<file path="src/rtl/dmem_pkg.sv">
// Shared types and defaults for the posted-store data memory.
// A FIFO entry holds the word index of a pending store and its data.
package dmem_pkg;

  localparam int INDEX_W = 30;
  localparam logic [31:0] DONE_ADDR_DEFAULT = 32'd252;

  typedef struct packed {
    logic [INDEX_W-1:0] index;
    logic [31:0]        data;
  } fifo_entry_t;

endpackage

</file>
<file path="src/rtl/store_fifo.sv">
// Circular buffer of posted stores.
// Exposes every slot plus a per-slot valid bit so the parent can forward stores to loads.
module store_fifo
  import dmem_pkg::*;
#(
  parameter int FIFO_DEPTH = 4
) (
  input  logic                                clk,
  input  logic                                reset,
  input  logic                                push,
  input  fifo_entry_t                         push_entry,
  input  logic                                pop,
  output logic [$clog2(FIFO_DEPTH)-1:0]       rd_ptr,
  output logic [$clog2(FIFO_DEPTH):0]         count,
  output logic                                full,
  output logic                                empty,
  output fifo_entry_t [FIFO_DEPTH-1:0]        entries,
  output logic [FIFO_DEPTH-1:0]               entry_valid
);

  localparam int PW = $clog2(FIFO_DEPTH);
  localparam int CW = PW + 1;

  logic [PW-1:0] wr_ptr;
  fifo_entry_t [FIFO_DEPTH-1:0] slots;

  always_ff @(posedge clk) begin
    if (reset) begin
      rd_ptr <= '0;
      wr_ptr <= '0;
      count  <= '0;
    end else begin
      if (push) wr_ptr <= wr_ptr + PW'(1);
      if (pop)  rd_ptr <= rd_ptr + PW'(1);
      case ({push, pop})
        2'b10:   count <= count + CW'(1);
        2'b01:   count <= count - CW'(1);
        default: count <= count;
      endcase
    end
  end

  // Slot storage carries no reset; the valid bits define what is live.
  always_ff @(posedge clk) begin
    if (push) slots[wr_ptr] <= push_entry;
  end

  always_comb begin
    entry_valid = '0;
    for (int i = 0; i < FIFO_DEPTH; i++)
      entry_valid[i] = ({1'b0, PW'(i) - rd_ptr} < count);
  end

  assign entries = slots;
  assign full    = (count == CW'(FIFO_DEPTH));
  assign empty   = (count == '0);

endmodule

</file>
<file path="src/rtl/dmem_write_buffer.sv">
// Data memory with a posted-store FIFO, store-to-load forwarding and a sticky
// end-of-program status register at DONE_ADDR.
module dmem_write_buffer
  import dmem_pkg::*;
#(
  parameter int          DEPTH      = 64,
  parameter int          FIFO_DEPTH = 4,
  parameter logic [31:0] DONE_ADDR  = DONE_ADDR_DEFAULT
) (
  input  logic        clk,
  input  logic        reset,
  input  logic        MemWrite,
  input  logic        MemRead,
  input  logic [31:0] DataAdr,
  input  logic [31:0] WriteData,
  output logic [31:0] ReadData,
  output logic        Stall,
  output logic        Done,
  output logic [7:0]  Score
);

  localparam int AW = $clog2(DEPTH);
  localparam int PW = $clog2(FIFO_DEPTH);

  logic [31:0] ram [DEPTH];

  logic [AW-1:0] idx;
  logic          is_done, accept, push, pop, done_store;
  logic          full, empty;
  logic [PW-1:0] rd_ptr;
  logic [PW:0]   count;
  logic [PW-1:0] slot;
  logic          fwd_hit;
  logic [31:0]   fwd_data;
  fifo_entry_t   push_entry;
  fifo_entry_t [FIFO_DEPTH-1:0] entries;
  logic [FIFO_DEPTH-1:0]        entry_valid;

  assign idx     = DataAdr[AW+1:2];
  assign is_done = (DataAdr == DONE_ADDR);

  // The status store waits for an empty FIFO so Done implies every earlier store is in RAM.
  assign Stall      = MemWrite & (full | (is_done & ~empty));
  assign accept     = MemWrite & ~Stall;
  assign push       = accept & ~is_done & ~reset;
  assign done_store = accept & is_done;
  assign pop        = ~empty & ~MemRead & ~reset;
  assign push_entry = '{index: INDEX_W'(idx), data: WriteData};

  store_fifo #(.FIFO_DEPTH(FIFO_DEPTH)) u_fifo (
    .clk        (clk),
    .reset      (reset),
    .push       (push),
    .push_entry (push_entry),
    .pop        (pop),
    .rd_ptr     (rd_ptr),
    .count      (count),
    .full       (full),
    .empty      (empty),
    .entries    (entries),
    .entry_valid(entry_valid)
  );

  always_ff @(posedge clk) begin
    if (pop) ram[entries[rd_ptr].index[AW-1:0]] <= entries[rd_ptr].data;
  end

  always_ff @(posedge clk) begin
    if (reset) begin
      Done  <= 1'b0;
      Score <= '0;
    end else if (done_store) begin
      Done  <= 1'b1;
      Score <= WriteData[7:0];
    end
  end

  // Walk oldest to youngest so the youngest matching store wins.
  always_comb begin
    fwd_hit  = 1'b0;
    fwd_data = '0;
    slot     = '0;
    for (int k = 0; k < FIFO_DEPTH; k++) begin
      slot = rd_ptr + PW'(k);
      if (entry_valid[slot] && entries[slot].index == INDEX_W'(idx)) begin
        fwd_hit  = 1'b1;
        fwd_data = entries[slot].data;
      end
    end
  end

  always_comb begin
    ReadData = '0;
    if (MemRead) begin
      if (is_done)      ReadData = {23'b0, Done, Score};
      else if (fwd_hit) ReadData = fwd_data;
      else              ReadData = ram[idx];
    end
  end

endmodule

</file>
<file path="config.mk">
export PLATFORM = sky130hd
export DESIGN_NAME = dmem_write_buffer
export DESIGN_NICKNAME = d
export VERILOG_FILES = /design/src/rtl/dmem_pkg.sv /design/src/rtl/store_fifo.sv /design/src/rtl/dmem_write_buffer.sv
export SDC_FILE = /design/constraint.sdc
export NUM_CORES = 2
export LEC_CHECK = 0
export ABC_AREA = 1
export BUFFER_PORTS_ARGS = -buffer_cell sky130_fd_sc_hd__buf_4
export CAP_MARGIN = 20
export CORE_UTILIZATION = 35
export DETAILED_ROUTE_END_ITERATION = 16
export SYNTH_ARGS = -nofsm -noshare
export SYNTH_HDL_FRONTEND = slang
export SYNTH_HIERARCHICAL = 1
export SYNTH_SLANG_ARGS = --single-unit
export TNS_END_PERCENT = 5
</file>
<file path="constraint.sdc">
create_clock -name clk -period 16.87 [get_ports clk]
set_input_delay 3.374 -clock clk [delete_from_list [all_inputs] [get_ports clk]]
set_output_delay 3.374 -clock clk [all_outputs]
set_load 0.02 [all_outputs]
</file>
==> impl_metrics.sql <==
INSERT INTO impl_metrics (metric_group, metric, value, unit) VALUES
('routing', 'post_drt_via_cell_ratio', '5.41', ''),
('finish', 'final_net_count', '8811', ''),
('place', 'place.port_buffers', '109', ''),
('timing', 'fin_clk_skew', '0.0656', 'ns'),
('die', 'design.die.area', '280000', 'µm²'),
('die', 'die_h', '529', 'µm'),
('synth', 'synthesis.instances', '8687', ''),
('cts', 'cts-root-to-sink-buffers', '3', ''),
('global_routing', 'grt_pass1_vias', '63982', ''),
('cts', 'cts_tree', 'built', ''),
('routing', 'dr.first_iter.drc_count', '8987', ''),
('run', 'max-cap-violations', '0', ''),
('global_routing', 'grt_max_degree', '201', ''),
('worst_setup_path', 'r2r-end', 'ram[42][16]$_DFFE_PP_', ''),
('power_and_ir_drop', 'peakVddDrop', '0.000114', 'V'),
('finish', 'finalInstanceArea', '110000', 'µm²'),
('hold_path', 'timing.hold.worst.class', 'reg -> reg', ''),
('synth', 'synth_area_per_cell', '11.2', 'µm²'),
('global_routing', 'globalRouteTotalUtil', '21.0', '%'),
('cts', 'tritoncts_num_sinks', '2312', ''),
('finish', 'fill_cells', '25983', ''),
('timing', 'max_slew_headroom', '20.3', '%'),
('place', 'gpl.final_weighted_congestion', '0.862', ''),
('power_and_ir_drop', 'power_density', '113', 'nW/µm²'),
('timing', 'period_needed', '11.88', 'ns'),
('synth', 'synth-async-reset-ratio', '0', '%'),
('worst_setup_path', 'startpoint', 'DataAdr[2]', ''),
('cts', 'path_clk_slew', '0.06', 'ns'),
('timing', 'final_hold_viols', '0', ''),
('worst_setup_path', 'largest_fanout_of_any_net_on_the_critical_path', '104', ''),
('synth', 'synth_ff_type', 'edfxtp_1', ''),
('worst_setup_path', 'category_of_the_worst_setup_path_launch_point', 'primary input', ''),
('worst_setup_path', 'reg2reg_depth', '10', ''),
('outcome', 'run_status', 'complete, no violations', ''),
('synth', 'yosysUniqueCellTypes', '49', ''),
('cts', 'post-cts-setup-buffer-count', '0', ''),
('synth', 'yosys_register_bits', '2312', ''),
('place', 'placed_instances', '12214', ''),
('timing', 'fin_crit_sh', '70.4', '%'),
('routing', 'total_wirelength_of_the_detailed_routed_design', '300000', 'µm'),
('die', 'floorplan.core_area', '276000', 'µm²'),
('place', 'placed_cell_area', '103000', 'µm²'),
('timing', 'hold-worst-slack', '0.477', 'ns'),
('timing', 'tightestPinTransition', '1.18', 'ns'),
('worst_setup_path', 'rrSetupSlack', '11.30', 'ns'),
('global_routing', 'grt-ovfl-total', '0', ''),
('finish', 'area_overhead_of_the_layout_relative_to_synthesis', '13.4', '%'),
('worst_setup_path', 'path_class', 'in -> out', ''),
('worst_setup_path', 'critPathRequiredTime', '13.50', 'ns'),
('synth', 'synth_sequential_area_ratio', '71.2', '%'),
('power_and_ir_drop', 'leakagePower', '38.7', 'nW'),
('finish', 'post_layout_nonfiller_instances', '12625', ''),
('timing', 'setup_repair_after_global_routing_missed_its_margin', 'false', ''),
('routing', 'ant_nets', '0', ''),
('routing', 'drtPass1Iterations', '8', ''),
('worst_setup_path', 'regToRegStartpoint', 'u_fifo/rd_ptr[0]$_SDFFE_PP0P_', ''),
('routing', 'routed_length_per_placed_instance', '23.8', 'µm'),
('worst_setup_path', 'arrival', '8.50', 'ns'),
('place', 'detailed_place_hpwl', '156000', 'µm'),
('cts', 'insertion_delay', '0.89', 'ns'),
('finish', 'layout-drive-gt1-share', '8.37', '%'),
('synth', 'syn_warnings', '6', ''),
('routing', 'drt_drc_violations_left', '0', ''),
('cts', 'htree_num_levels', '4', ''),
('routing', 'num_vias', '68298', ''),
('cts', 'cts_made_buffers', '220', ''),
('worst_setup_path', 'worst_setup_ep_type', 'output pin', ''),
('global_routing', 'global_route_wire_length_before_repair', '433000', 'µm'),
('cts', 'cts_root_buf', 'clkbuf_16', ''),
('worst_setup_path', 'timing.critical_path.to', 'ReadData[23]', ''),
('die', 'num_io_pins', '110', ''),
('timing', 'timing_max_transition_violations_final', '0', ''),
('synth', 'synth_enable_flop_cells', '2296', ''),
('timing', 'fin_tns_setup', '0', 'ns'),
('cts', 'post_cts_hold_buffer_count', '0', ''),
('timing', 'fmax', '84.2', 'MHz'),
('die', 'die_w', '529', 'µm'),
('die', 'initial_utilization', '35.2', '%'),
('die', 'row_count', '193', ''),
('timing', 'number_of_failing_setup_endpoints_in_the_final_timing_report', '0', ''),
('global_routing', 'grt_antenna_before_repair', '25', ''),
('cts', 'cts_repair_resize_count', '0', ''),
('hold_path', 'holdCritStartpoint', 'Done$_SDFFE_PP0P_', ''),
('synth', 'synth_area', '97300', 'µm²');
## power breakdown
| part | switching, mW | total (mW) | internal (mW) |
|---|---|---|---|
| logic | 0.841 | 1.07 | 0.226 |
| clock network | 2.18 | 4.95 | 2.77 |
| registers | 0.0132 | 6.48 | 6.46 |
| total | 3.03 | 12.5 | 9.46 |
## worst max-delay path: stages
cell	delay, ns
buf_8	0.47
buf_4	0.69
buf_4	0.72
buf_4	0.77
nand2_1	0.11
nand3_1	0.12
nand3_1	0.09
nand3_1	0.11
nand3_1	0.36
a32oi_1	0.48
o21ai_0	0.28
a21oi_1	0.44
buf_4	0.23
## placed cells by master (no fill, tap or decap), types with 5 or more instances in the layout
master / n
a21oi_1: 150
a221oi_1: 5
a32oi_1: 8
buf_12: 8
buf_4: 275
bufinv_16: 22
clkbuf_1: 42
clkbuf_16: 224
clkinv_1: 57
clkinv_2: 35
clkinv_4: 6
clkinvlp_4: 9
conb_1: 96
dfxtp_1: 15
edfxtp_1: 2296
ha_1: 9
inv_1: 198
inv_2: 11
inv_6: 5
mux2i_1: 10
nand2_1: 2648
nand2_2: 7
nand3_1: 1707
nand3_2: 5
nand4_1: 16
nor2_1: 317
nor2_2: 7
nor2_4: 66
nor3_1: 21
o2111ai_1: 7
o211ai_1: 5
o21ai_0: 422
o21ai_1: 51
o21ai_4: 32
o221ai_1: 16
o22ai_1: 35
o31ai_1: 13
## final cells by class
type / count / area [µm²] / share of cell area [%]
Inverter: 218 / 853 / 0.774
Clock inverter: 140 / 1430 / 1.30
Antenna cell: 3 / 7.51 / 0.00681
Multi-Input combinational cell: 5693 / 26000 / 23.6
Timing Repair Buffer: 288 / 2290 / 2.08
Clock buffer: 266 / 5760 / 5.23
Sequential cell: 2312 / 69300 / 62.8
Tap cell: 3705 / 4640 / 4.21
## cells in the mapped netlist (18+ instances only)
library cell / number / area, µm²
nand3_1: 1707 / 8540
o21ai_0: 446 / 2230
buf_2: 93 / 465
buf_1: 117 / 439
nor3_1: 22 / 110
a21oi_1: 150 / 751
clkbuf_1: 318 / 1190
inv_1: 206 / 773
nand2_1: 2649 / 9940
buf_6: 18 / 203
o21ai_1: 59 / 295
nor2_1: 384 / 1440
edfxtp_1: 2296 / 68900
o22ai_1: 35 / 219
## per-stage QoR
stage	power [mW]	utilization, %	worst slack, ns
detailed placement	7.64	37.3	5.08
global route	12.8	39.9	4.77
floorplan	7.21	-	8.26
global placement	7.62	37.3	5.09
finish	12.5	39.9	4.99
CTS	12.5	39.9	5.08
## flip-flops by register name, summed over array words and instances (netlist names)
| signal | flops |
|---|---|
| Done | 1 |
| Score | 8 |
| ram | 2048 |
| u_fifo/count | 3 |
| u_fifo/entries | 248 |
| u_fifo/rd_ptr | 2 |
| u_fifo/wr_ptr | 2 |
## layer usage
layer / share of wire (%) / routed length, µm / GRT usage, % / up-vias
li1: - / - / - / 30577
met1: 40 / 119000 / 27.9 / 33494
met2: 46 / 138000 / 33.4 / 3620
met3: 9.9 / 29800 / 3.88 / 587
met4: 4.4 / 13400 / 9.11 / 20
met5: 0.045 / 135 / 0 / -
## worst min path at each step
| stage | slack (ns) | cells past startpoint | to |
|---|---|---|---|
| final | 0.48 | 2 | Done$_SDFFE_PP0P_ |
| after global routing | 0.50 | 2 | Done$_SDFFE_PP0P_ |
| after CTS | 0.48 | 2 | Done$_SDFFE_PP0P_ |
| after detailed placement | 0.46 | 2 | Done$_SDFFE_PP0P_ |
| after global placement | 0.45 | 2 | Done$_SDFFE_PP0P_ |
| after floorplan | 0.49 | 2 | u_fifo/wr_ptr[1]$_SDFFE_PP0P_ |
## cells by family (layout without fill, tap and decap cells)
family | Yosys count | after routing | share of synthesized area, %
AND/OR/NAND/NOR | 4815 | 4815 | 21.0
buffers and inverters | 777 | 912 | 3.31
multiplexers | 10 | 10 | 0.103
other | 1 | 99 | 0.00386
XOR/XNOR | 3 | 3 | 0.0270
flip-flops | 2312 | 2312 | 71.2
AO/OA/AOI/OAI | 759 | 759 | 4.19
adder cells (fa/ha/maj) | 10 | 10 | 0.136
(Power assumes the default switching activity.)
